===== config.mk =====
export PLATFORM = sky130hd
export DESIGN_NAME = lnrv_ifu_flush_ctrl_flat
export DESIGN_NICKNAME = d
export VERILOG_FILES = /design/src/rtl/lnrv_ifu_flush_ctrl_if.sv /design/src/rtl/lnrv_ifu_flush_ctrl.sv /design/src/flat_wrapper.sv
export SDC_FILE = /design/constraint.sdc
export NUM_CORES = 1
export LEC_CHECK = 0
export ABC_AREA = 1
export BUFFER_PORTS_ARGS = -buffer_cell sky130_fd_sc_hd__buf_2
export CAP_MARGIN = 20
export CORE_MARGIN = 2
export CORE_UTILIZATION = 30
export CTS_BUF_LIST = sky130_fd_sc_hd__clkbuf_4 sky130_fd_sc_hd__clkbuf_8 sky130_fd_sc_hd__clkbuf_16
export DETAILED_ROUTE_END_ITERATION = 8
export PLACE_DENSITY = 0.55
export RECOVER_POWER = 100
export SKIP_LAST_GASP = 1
export SLEW_MARGIN = 20
export SYNTH_ARGS = -nofsm -noshare
export SYNTH_HDL_FRONTEND = slang
export SYNTH_SLANG_ARGS = --single-unit
export TNS_END_PERCENT = 50

===== constraint.sdc =====
create_clock -name clk -period 4.9 [get_ports clk]
set_input_delay 0.245 -clock clk [delete_from_list [all_inputs] [get_ports clk]]
set_output_delay 0.245 -clock clk [all_outputs]
set_load 0.005 [all_outputs]

===== src/rtl/lnrv_ifu_flush_ctrl_if.sv =====
// IFU flush controller bus bundle.
// Commit-stage flush, fetch bus activity and PC redirect.
interface lnrv_ifu_flush_ctrl_if;
    logic        pipe_flush_req;
    logic        pipe_flush_ack;
    logic [31:0] pipe_flush_pc_op1;
    logic [31:0] pipe_flush_pc_op2;
    logic        fetch_cmd_fire;
    logic        fetch_rsp_fire;
    logic        fetch_credit;
    logic        rsp_discard;
    logic        pc_redirect_vld;
    logic        pc_redirect_rdy;
    logic [31:0] pc_redirect_pc;
    logic        flush_busy;

    modport master (
        output pipe_flush_req,
        input  pipe_flush_ack,
        output pipe_flush_pc_op1,
        output pipe_flush_pc_op2,
        output fetch_cmd_fire,
        output fetch_rsp_fire,
        input  fetch_credit,
        input  rsp_discard,
        input  pc_redirect_vld,
        output pc_redirect_rdy,
        input  pc_redirect_pc,
        input  flush_busy
    );

    modport slave (
        input  pipe_flush_req,
        output pipe_flush_ack,
        input  pipe_flush_pc_op1,
        input  pipe_flush_pc_op2,
        input  fetch_cmd_fire,
        input  fetch_rsp_fire,
        output fetch_credit,
        output rsp_discard,
        output pc_redirect_vld,
        input  pc_redirect_rdy,
        output pc_redirect_pc,
        output flush_busy
    );
endinterface


===== src/rtl/lnrv_ifu_flush_ctrl.sv =====
// IFU flush controller: drains outstanding fetches,
// redirects the PC and acknowledges the commit-stage flush.
module lnrv_ifu_flush_ctrl #(
    parameter int OUTS_DEPTH = 4
) (
    input logic                    clk,
    input logic                    reset,
    lnrv_ifu_flush_ctrl_if.slave   bus
);
    localparam int CW = $clog2(OUTS_DEPTH + 1);
    localparam logic [CW-1:0] DEPTH_C = CW'(OUTS_DEPTH);

    typedef enum logic [1:0] {
        IDLE  = 2'd0,
        DRAIN = 2'd1,
        REDIR = 2'd2,
        ACK   = 2'd3
    } state_t;

    state_t        r_state;
    logic [CW-1:0] r_count;
    logic [31:0]   r_target;

    logic [31:0] w_sum;
    logic        w_cmd_only;
    logic        w_rsp_only;
    logic        w_full;
    logic        w_empty;
    logic        w_drained;

    assign w_sum      = bus.pipe_flush_pc_op1 + bus.pipe_flush_pc_op2;
    assign w_cmd_only = bus.fetch_cmd_fire & ~bus.fetch_rsp_fire;
    assign w_rsp_only = bus.fetch_rsp_fire & ~bus.fetch_cmd_fire;
    assign w_full     = (r_count == DEPTH_C);
    assign w_empty    = (r_count == '0);
    // A stray command seen at count 0 must also drain first.
    assign w_drained  = w_empty & ~w_cmd_only;

    // Flush sequencing and target capture.
    always_ff @(posedge clk) begin
        if (reset) begin
            r_state  <= IDLE;
            r_target <= '0;
        end else begin
            unique case (r_state)
                IDLE: begin
                    if (bus.pipe_flush_req) begin
                        r_target <= {w_sum[31:1], 1'b0};
                        r_state  <= DRAIN;
                    end
                end
                DRAIN: begin
                    if (w_drained)
                        r_state <= REDIR;
                end
                REDIR: begin
                    if (bus.pc_redirect_rdy)
                        r_state <= ACK;
                end
                ACK: begin
                    r_state <= IDLE;
                end
            endcase
        end
    end

    // Saturating count of fetches in flight on the bus.
    always_ff @(posedge clk) begin
        if (reset)
            r_count <= '0;
        else if (w_cmd_only && !w_full)
            r_count <= r_count + CW'(1);
        else if (w_rsp_only && !w_empty)
            r_count <= r_count - CW'(1);
    end

    assign bus.pipe_flush_ack  = (r_state == ACK);
    assign bus.pc_redirect_vld = (r_state == REDIR);
    assign bus.pc_redirect_pc  = r_target;
    assign bus.flush_busy      = (r_state != IDLE);
    assign bus.fetch_credit    = (r_state == IDLE) & (r_count < DEPTH_C);
    assign bus.rsp_discard     = (r_state == DRAIN) & bus.fetch_rsp_fire;

endmodule


===== src/flat_wrapper.sv =====
// flat-port wrapper written by rule: the top's interface ports become plain ports
module lnrv_ifu_flush_ctrl_flat 
#(
    parameter int OUTS_DEPTH = 4
)
  (clk, reset, bus_pipe_flush_req, bus_pipe_flush_ack, bus_pipe_flush_pc_op1, bus_pipe_flush_pc_op2, bus_fetch_cmd_fire, bus_fetch_rsp_fire, bus_fetch_credit, bus_rsp_discard, bus_pc_redirect_vld, bus_pc_redirect_rdy, bus_pc_redirect_pc, bus_flush_busy);
  lnrv_ifu_flush_ctrl_if bus_i ();
  input logic clk;
  input logic reset;
  input wire logic [$bits(bus_i.pipe_flush_req)-1:0] bus_pipe_flush_req;
  output wire logic [$bits(bus_i.pipe_flush_ack)-1:0] bus_pipe_flush_ack;
  input wire logic [$bits(bus_i.pipe_flush_pc_op1)-1:0] bus_pipe_flush_pc_op1;
  input wire logic [$bits(bus_i.pipe_flush_pc_op2)-1:0] bus_pipe_flush_pc_op2;
  input wire logic [$bits(bus_i.fetch_cmd_fire)-1:0] bus_fetch_cmd_fire;
  input wire logic [$bits(bus_i.fetch_rsp_fire)-1:0] bus_fetch_rsp_fire;
  output wire logic [$bits(bus_i.fetch_credit)-1:0] bus_fetch_credit;
  output wire logic [$bits(bus_i.rsp_discard)-1:0] bus_rsp_discard;
  output wire logic [$bits(bus_i.pc_redirect_vld)-1:0] bus_pc_redirect_vld;
  input wire logic [$bits(bus_i.pc_redirect_rdy)-1:0] bus_pc_redirect_rdy;
  output wire logic [$bits(bus_i.pc_redirect_pc)-1:0] bus_pc_redirect_pc;
  output wire logic [$bits(bus_i.flush_busy)-1:0] bus_flush_busy;
  assign bus_i.pipe_flush_req = bus_pipe_flush_req;
  assign bus_pipe_flush_ack = bus_i.pipe_flush_ack;
  assign bus_i.pipe_flush_pc_op1 = bus_pipe_flush_pc_op1;
  assign bus_i.pipe_flush_pc_op2 = bus_pipe_flush_pc_op2;
  assign bus_i.fetch_cmd_fire = bus_fetch_cmd_fire;
  assign bus_i.fetch_rsp_fire = bus_fetch_rsp_fire;
  assign bus_fetch_credit = bus_i.fetch_credit;
  assign bus_rsp_discard = bus_i.rsp_discard;
  assign bus_pc_redirect_vld = bus_i.pc_redirect_vld;
  assign bus_i.pc_redirect_rdy = bus_pc_redirect_rdy;
  assign bus_pc_redirect_pc = bus_i.pc_redirect_pc;
  assign bus_flush_busy = bus_i.flush_busy;
  lnrv_ifu_flush_ctrl #(.OUTS_DEPTH(OUTS_DEPTH)) u_core (.clk(clk), .reset(reset), .bus(bus_i));
endmodule

==> results of run 1 <==
==> state kept, by name (all words and copies together) (netlist names) <==
| name | cells |
|---|---|
| u_core.bus.pc_redirect_pc | 31 |
| u_core.r_count | 3 |
| u_core.r_state | 2 |
==> kinds of logic (layout without fill, tap and decap cells) <==
kind of cell	Yosys count	after routing	share of synthesized area (%)
adders and majority gates	37	37	12.2
and+or+nand+nor	401	401	42.0
xor gates and xnor gates	15	15	3.34
buffers and inverters	161	265	15.6
AOI/OAI and AO/OA	62	62	8.50
DFF	36	36	18.3
other	1	1	0.0954
==> layer usage <==
layer,vias up,wire length (µm),GRT usage (%)
li1,2344,-,-
met1,1736,5790,22.9
met2,85,4770,25.6
met3,9,428,1.74
met4,0,111,3.65
met5,-,0,0
==> worst max-delay path by stage <==
stage,startpoint,depth (start not counted),endpoint
6_report,u_core.r_state[0],8,u_core.bus.pc_redirect_pc[18]
5_1_grt,u_core.r_state[0],9,u_core.bus.pc_redirect_pc[20]
4_1_cts,u_core.r_state[0],8,u_core.bus.pc_redirect_pc[18]
3_5_place_dp,u_core.r_state[0],8,u_core.bus.pc_redirect_pc[18]
3_3_place_gp,u_core.r_state[0],8,u_core.bus.pc_redirect_pc[17]
2_1_floorplan,bus_pipe_flush_pc_op2[0],13,u_core.bus.pc_redirect_pc[20]
==> power breakdown <==
group | internal, mW | switching, mW
Sequential | 0.379 | 0.0510
Combinational | 0.253 | 0.413
Clock | 0.214 | 0.112
==> layout make-up <==
class / count / area, µm² / share of cell area (%)
multi-input combinational: 516 / 2600 / 54.6
sequential: 36 / 721 / 15.1
timing repair buffer: 106 / 507 / 10.6
clock buffer: 8 / 154 / 3.23
tap: 172 / 215 / 4.52
inverter: 151 / 567 / 11.9
==> stage by stage <==
stage / cells / total power [mW] / cell area (µm²) / setup WS, ps
after floorplan: 713 / 0.875 / 3930 / 3290
after global placement: 981 / 1.11 / 4630 / 2790
after detailed placement: 981 / 1.12 / 4630 / 2690
after CTS: 989 / 1.45 / 4790 / 2680
after global routing: 989 / 1.56 / 4760 / 1620
final: 989 / 1.42 / 4760 / 2010
==> worst register-to-register path, cell delays in order, from the launching register on <==
cell	delay [ps]
dfxtp_1	320
inv_1	120
ha_1	180
nand2_1	260
inv_1	500
clkbuf_1	1010
nand2_1	130
o21ai_0	210
inv_1	50
==> layout by cell type, fill, tap and decap left out, drive strengths merged <==
| cell | n |
|---|---|
| a21o | 1 |
| nand3 | 44 |
| a21oi | 30 |
| buf | 86 |
| fa | 2 |
| inv | 150 |
| o21ai | 24 |
| o31ai | 1 |
| o21bai | 6 |
| nor2 | 105 |
| and3 | 1 |
| conb | 1 |
| nor3 | 7 |
| clkinv | 1 |
| clkbuf | 28 |
| nand2 | 239 |
| xnor2 | 1 |
| nand4 | 4 |
| and2 | 1 |
| ha | 35 |
| xor2 | 14 |
| dfxtp | 36 |
==> flow_metrics.env, run 1 <==
export IMPL_row_count=41
export IMPL_place_congestion=0.857
export IMPL_num_vias=4174
export IMPL_ctsHoldBuffers=0
export IMPL_maxSlewViolCount=0
export IMPL_drtPass1Iterations=4
export IMPL_grt_pass1_vias=3891
export IMPL_grt_usage_pct=16.0
export IMPL_grt_remaining_overflow=0
export IMPL_wl_per_cell_um=11.2
export IMPL_antenna_found_initial=0
export IMPL_fillers=1520
export IMPL_synth_common_cells="nand2_1, inv_1, nor2_1"
export IMPL_cts_sinks=36
export IMPL_io_pin_count=107
export IMPL_leakagePower_nw=2.95
export IMPL_cts_tree="built"
export IMPL_synth_most_common_cell="nand2_1"
export IMPL_grt_pass1_wl_mm=18.4
export IMPL_routed_via_density=4.22
export IMPL_synth_flop_cell="dfxtp_1"
export IMPL_period_share_pct=59.0
export IMPL_core_area_um2=12700
export IMPL_min_from="bus_pc_redirect_rdy"
export IMPL_max_cap_violations=0
export IMPL_synth_edf_count=0
export IMPL_fin_worst_skew_ps=2.47
export IMPL_synth_largest_area_cell="nand2_1"
export IMPL_die_h_um=118
export IMPL_fin_nets=923
export IMPL_ctsHtreeMaxLevel=2
export IMPL_rr_worst_depth=8
export IMPL_crit_type="flip-flop to flip-flop"
export IMPL_clkTransAtPathRegs_ps=50
export IMPL_portBuffers=105
export IMPL_power_density_nw_per_um2=298
export IMPL_period_minus_slack_ps=2890
export IMPL_insertion_delay_ps=280
export IMPL_drt_iter0_markers=197
export IMPL_crit_arrival_ps=3060
export IMPL_cts_setup_buffers=0
export IMPL_async_flop_share_pct=0
export IMPL_path_max_fanout=31
export IMPL_slew_headroom_pct=12.9
export IMPL_hold_ws_ps=320
export IMPL_clockBufferDepth=2
export IMPL_hold_viol_final=0
export IMPL_fmax_ghz=0.346
export IMPL_syn_inst=713
export IMPL_drcViolationCount=0
export IMPL_hpwl_mm=9.48
export IMPL_path_buf_inv=4
export IMPL_n_antenna_cell=0
export IMPL_r2r_slack_ps=2010
export IMPL_hold_path_end="u_core.r_state[1]"
export IMPL_syn2layout_area_growth_pct=21.1
export IMPL_max_stage_delay_ps=1010
export IMPL_syn_avg_cell_area_um2=5.51
export IMPL_status="finished, final reports clean"
export IMPL_synth_area_leaders="nand2_1, dfxtp_1, inv_1, ha_1, nor2_1"
export IMPL_grt_max_degree=32
export IMPL_cts_root_buf="clkbuf_16"
export IMPL_irDropWorstVdd_mv=0.122
export IMPL_path_common_cell="inv_1"
export IMPL_postRouteAntennaNets=0
export IMPL_drive_gt1_share_pct=14.7
export IMPL_wl_mm=11.1
export IMPL_rr_endpoint="u_core.bus.pc_redirect_pc[18]"
export IMPL_crit_slowest_cell="clkbuf_1"
export IMPL_synth_area_um2=3930
export IMPL_hold_class="input port to flip-flop"
export IMPL_finalSetupViolations=0
export IMPL_path_delay_family="buffers and inverters"
export IMPL_tns_ps=0
export IMPL_dieWidth_um=118
export IMPL_ctsResizeCount=0
export IMPL_cp_cell_sequence="inv_1, ha_1, nand2_1, inv_1, clkbuf_1, nand2_1, o21ai_0, inv_1"
export IMPL_yosysWarnings=0
export IMPL_synthDominantCellAreaShare_pct=21.6
export IMPL_ys_types=31
export IMPL_initial_core_util_pct=30.9
export IMPL_required_ps=5070
export IMPL_rsz0062_at_grt="no"
export IMPL_yosysSeqAreaShare_pct=18.3
export IMPL_worst_pin_slew_ps=1310
export IMPL_syn_num_nets=820
export IMPL_endpoint_kind="flip-flop"
export IMPL_hold_path_cell_count=3
export IMPL_numCtsBuffers=5
export IMPL_die_area_um2=14000
export IMPL_r2r_start="u_core.r_state[0]"
export IMPL_ys_ff_latch=36
export IMPL_fin_util_pct=37.4
export IMPL_startpoint_type="flip-flop"
No activity file was read; power rests on OpenSTA's default activity.
==> run 2, diff against run 1 <==
Settings changed: PLACE_DENSITY 0.55 to 0.56.
Clock period 4.9 ns to 2.4 ns, I/O delays scaled along.
==> run 2 against run 1 <==
Against the previous run:
- flip-flop and latch count stayed put
- design area increased by 0.66%
- hold slack worse by 130 ps
- combinational power grew 110%
- sequential share of layout area shrank 0.099 points
- sequential power grew 110%
- worst setup slack got worse by 1300 ps
- register-to-register slack worse by 1300 ps
- fmax rose by 71%
- total power up 110%
- critical endpoint is now u_core.bus.pc_redirect_pc[29]
==> flow_metrics.env, run 2 (synthesized netlist as in run 1, its figures left out) <==
export IMPL_slew_headroom_pct=63.3
export IMPL_core_area_um2=12700
export IMPL_cts_root_buf="clkbuf_16"
export IMPL_fin_nets=925
export IMPL_n_antenna_cell=0
export IMPL_period_share_pct=70.4
export IMPL_drive_gt1_share_pct=14.9
export IMPL_final_common_cell="nand2_1"
export IMPL_period_minus_slack_ps=1690
export IMPL_path_common_cell="inv_1"
export IMPL_wl_per_cell_um=11.5
export IMPL_drtPass1Iterations=4
export IMPL_die_h_um=118
export IMPL_ctsHoldBuffers=0
export IMPL_path_delay_family="buffers and inverters"
export IMPL_grt_remaining_overflow=0
export IMPL_dieWidth_um=118
export IMPL_clockBufferDepth=2
export IMPL_row_count=41
export IMPL_hold_ws_ps=187
export IMPL_hpwl_mm=9.74
export IMPL_leakagePower_nw=2.96
export IMPL_crit_slowest_cell="dfxtp_1"
export IMPL_fmax_ghz=0.592
export IMPL_num_vias=4264
export IMPL_grt_usage_pct=16.5
export IMPL_die_area_um2=14000
export IMPL_irDropWorstVdd_mv=0.290
export IMPL_hold_viol_final=0
export IMPL_ctsResizeCount=0
export IMPL_postRouteAntennaNets=0
export IMPL_max_stage_delay_ps=330
export IMPL_clkTransAtPathRegs_ps=60
export IMPL_grt_max_degree=32
export IMPL_drt_iter0_markers=219
export IMPL_status="finished, final reports clean"
export IMPL_ctsHtreeMaxLevel=2
export IMPL_maxSlewViolCount=0
export IMPL_cts_sinks=36
export IMPL_io_pin_count=107
export IMPL_path_max_fanout=31
export IMPL_mostFrequentLayoutCells="nand2_1, inv_1, nor2_1, buf_2, nand3_1"
export IMPL_crit_type="flip-flop to flip-flop"
export IMPL_crit_arrival_ps=1870
export IMPL_antenna_found_initial=0
export IMPL_cp_cell_sequence="inv_1, ha_1, nand2_1, buf_4, inv_1, buf_4, nand3_1, nand2_1, inv_1"
export IMPL_routed_via_density=4.30
export IMPL_insertion_delay_ps=280
export IMPL_grt_pass1_vias=4005
export IMPL_hold_class="input port to flip-flop"
export IMPL_initial_core_util_pct=30.9
export IMPL_finalSetupViolations=0
export IMPL_path_buf_inv=5
export IMPL_cts_setup_buffers=0
export IMPL_place_congestion=0.896
export IMPL_fin_worst_skew_ps=4.57
export IMPL_drcViolationCount=0
export IMPL_power_density_nw_per_um2=625
export IMPL_rsz0062_at_grt="no"
export IMPL_worst_pin_slew_ps=550
export IMPL_numCtsBuffers=5
export IMPL_syn2layout_area_growth_pct=21.9
export IMPL_cts_tree="built"
export IMPL_required_ps=2580
export IMPL_grt_pass1_wl_mm=19.0
export IMPL_largest_reg_flops=31
export IMPL_endpoint_kind="flip-flop"
export IMPL_wl_mm=11.4
export IMPL_fillers=1526
export IMPL_startpoint_type="flip-flop"
export IMPL_portBuffers=105
export IMPL_max_cap_violations=0
export IMPL_tns_ps=0
==> run 2: changes by cell type in the layout (fill, tap and decap cells not counted) <==
cell / change
clkinv_2: +1
bufinv_16: +1
buf_4: +3
clkbuf_8: -1
clkinvlp_4: +1
clkbuf_4: -2
buf_2: -1
==> run 2: final timing paths <==
kind	slack, ps	endpoint	startpoint	depth (start not counted)
setup / recovery	710	u_core.bus.pc_redirect_pc[29]	u_core.r_state[0]	9
hold / removal	190	u_core.r_state[0]	bus_pc_redirect_rdy	3
setup reg to reg	710	u_core.bus.pc_redirect_pc[29]	u_core.r_state[0]	9
hold reg to reg	490	u_core.r_count[2]	u_core.r_count[2]	1
==> run 2: where the power goes <==
| part | total, mW | internal (mW) | switching [mW] | leakage [nW] |
|---|---|---|---|---|
| sequential | 0.882 | 0.773 | 0.109 | 0.298 |
| clock | 0.729 | 0.487 | 0.242 | 0.0798 |
| combinational | 1.39 | 0.528 | 0.858 | 2.58 |
==> run 2: final cells by class <==
type                            instances  area (µm²)  area share, %
Clock buffer                            5         125           2.61
Multi-Input combinational cell        516        2600           54.2
Clock inverter                          3        42.5          0.887
Timing Repair Buffer                  108         524           10.9
Tap cell                              172         215           4.49
Inverter                              151         567           11.8
Sequential cell                        36         721           15.0
==> run 2: worst register-to-register path, cell delays in order, from the launching register on <==
cell	delay (ps)
dfxtp_1	330
inv_1	130
ha_1	180
nand2_1	60
buf_4	180
inv_1	90
buf_4	320
nand3_1	190
nand2_1	90
inv_1	30
==> run 2: metal layers <==
| layer | vias to the layer above | track usage (%) | wire, µm |
|---|---|---|---|
| met4 | 0 | 4.39 | 186 |
| met3 | 10 | 1.64 | 396 |
| met5 | - | 0 | 0 |
| met1 | 1814 | 23.5 | 5890 |
| li1 | 2358 | - | - |
| met2 | 82 | 26.5 | 4920 |
==> run 2: through the flow <==
step | std cells | util, % | cell area, µm² | power (mW) | setup WS, ps
after CTS | 991 | 37.9 | 4820 | 3.05 | 696
final | 991 | 37.7 | 4790 | 3.00 | 711
after global routing | 991 | 37.7 | 4790 | 3.29 | 455
after detailed placement | 983 | 36.5 | 4650 | 2.31 | 492
after floorplan | 713 | - | 3930 | 1.79 | 861
after global placement | 983 | 36.5 | 4650 | 2.31 | 462
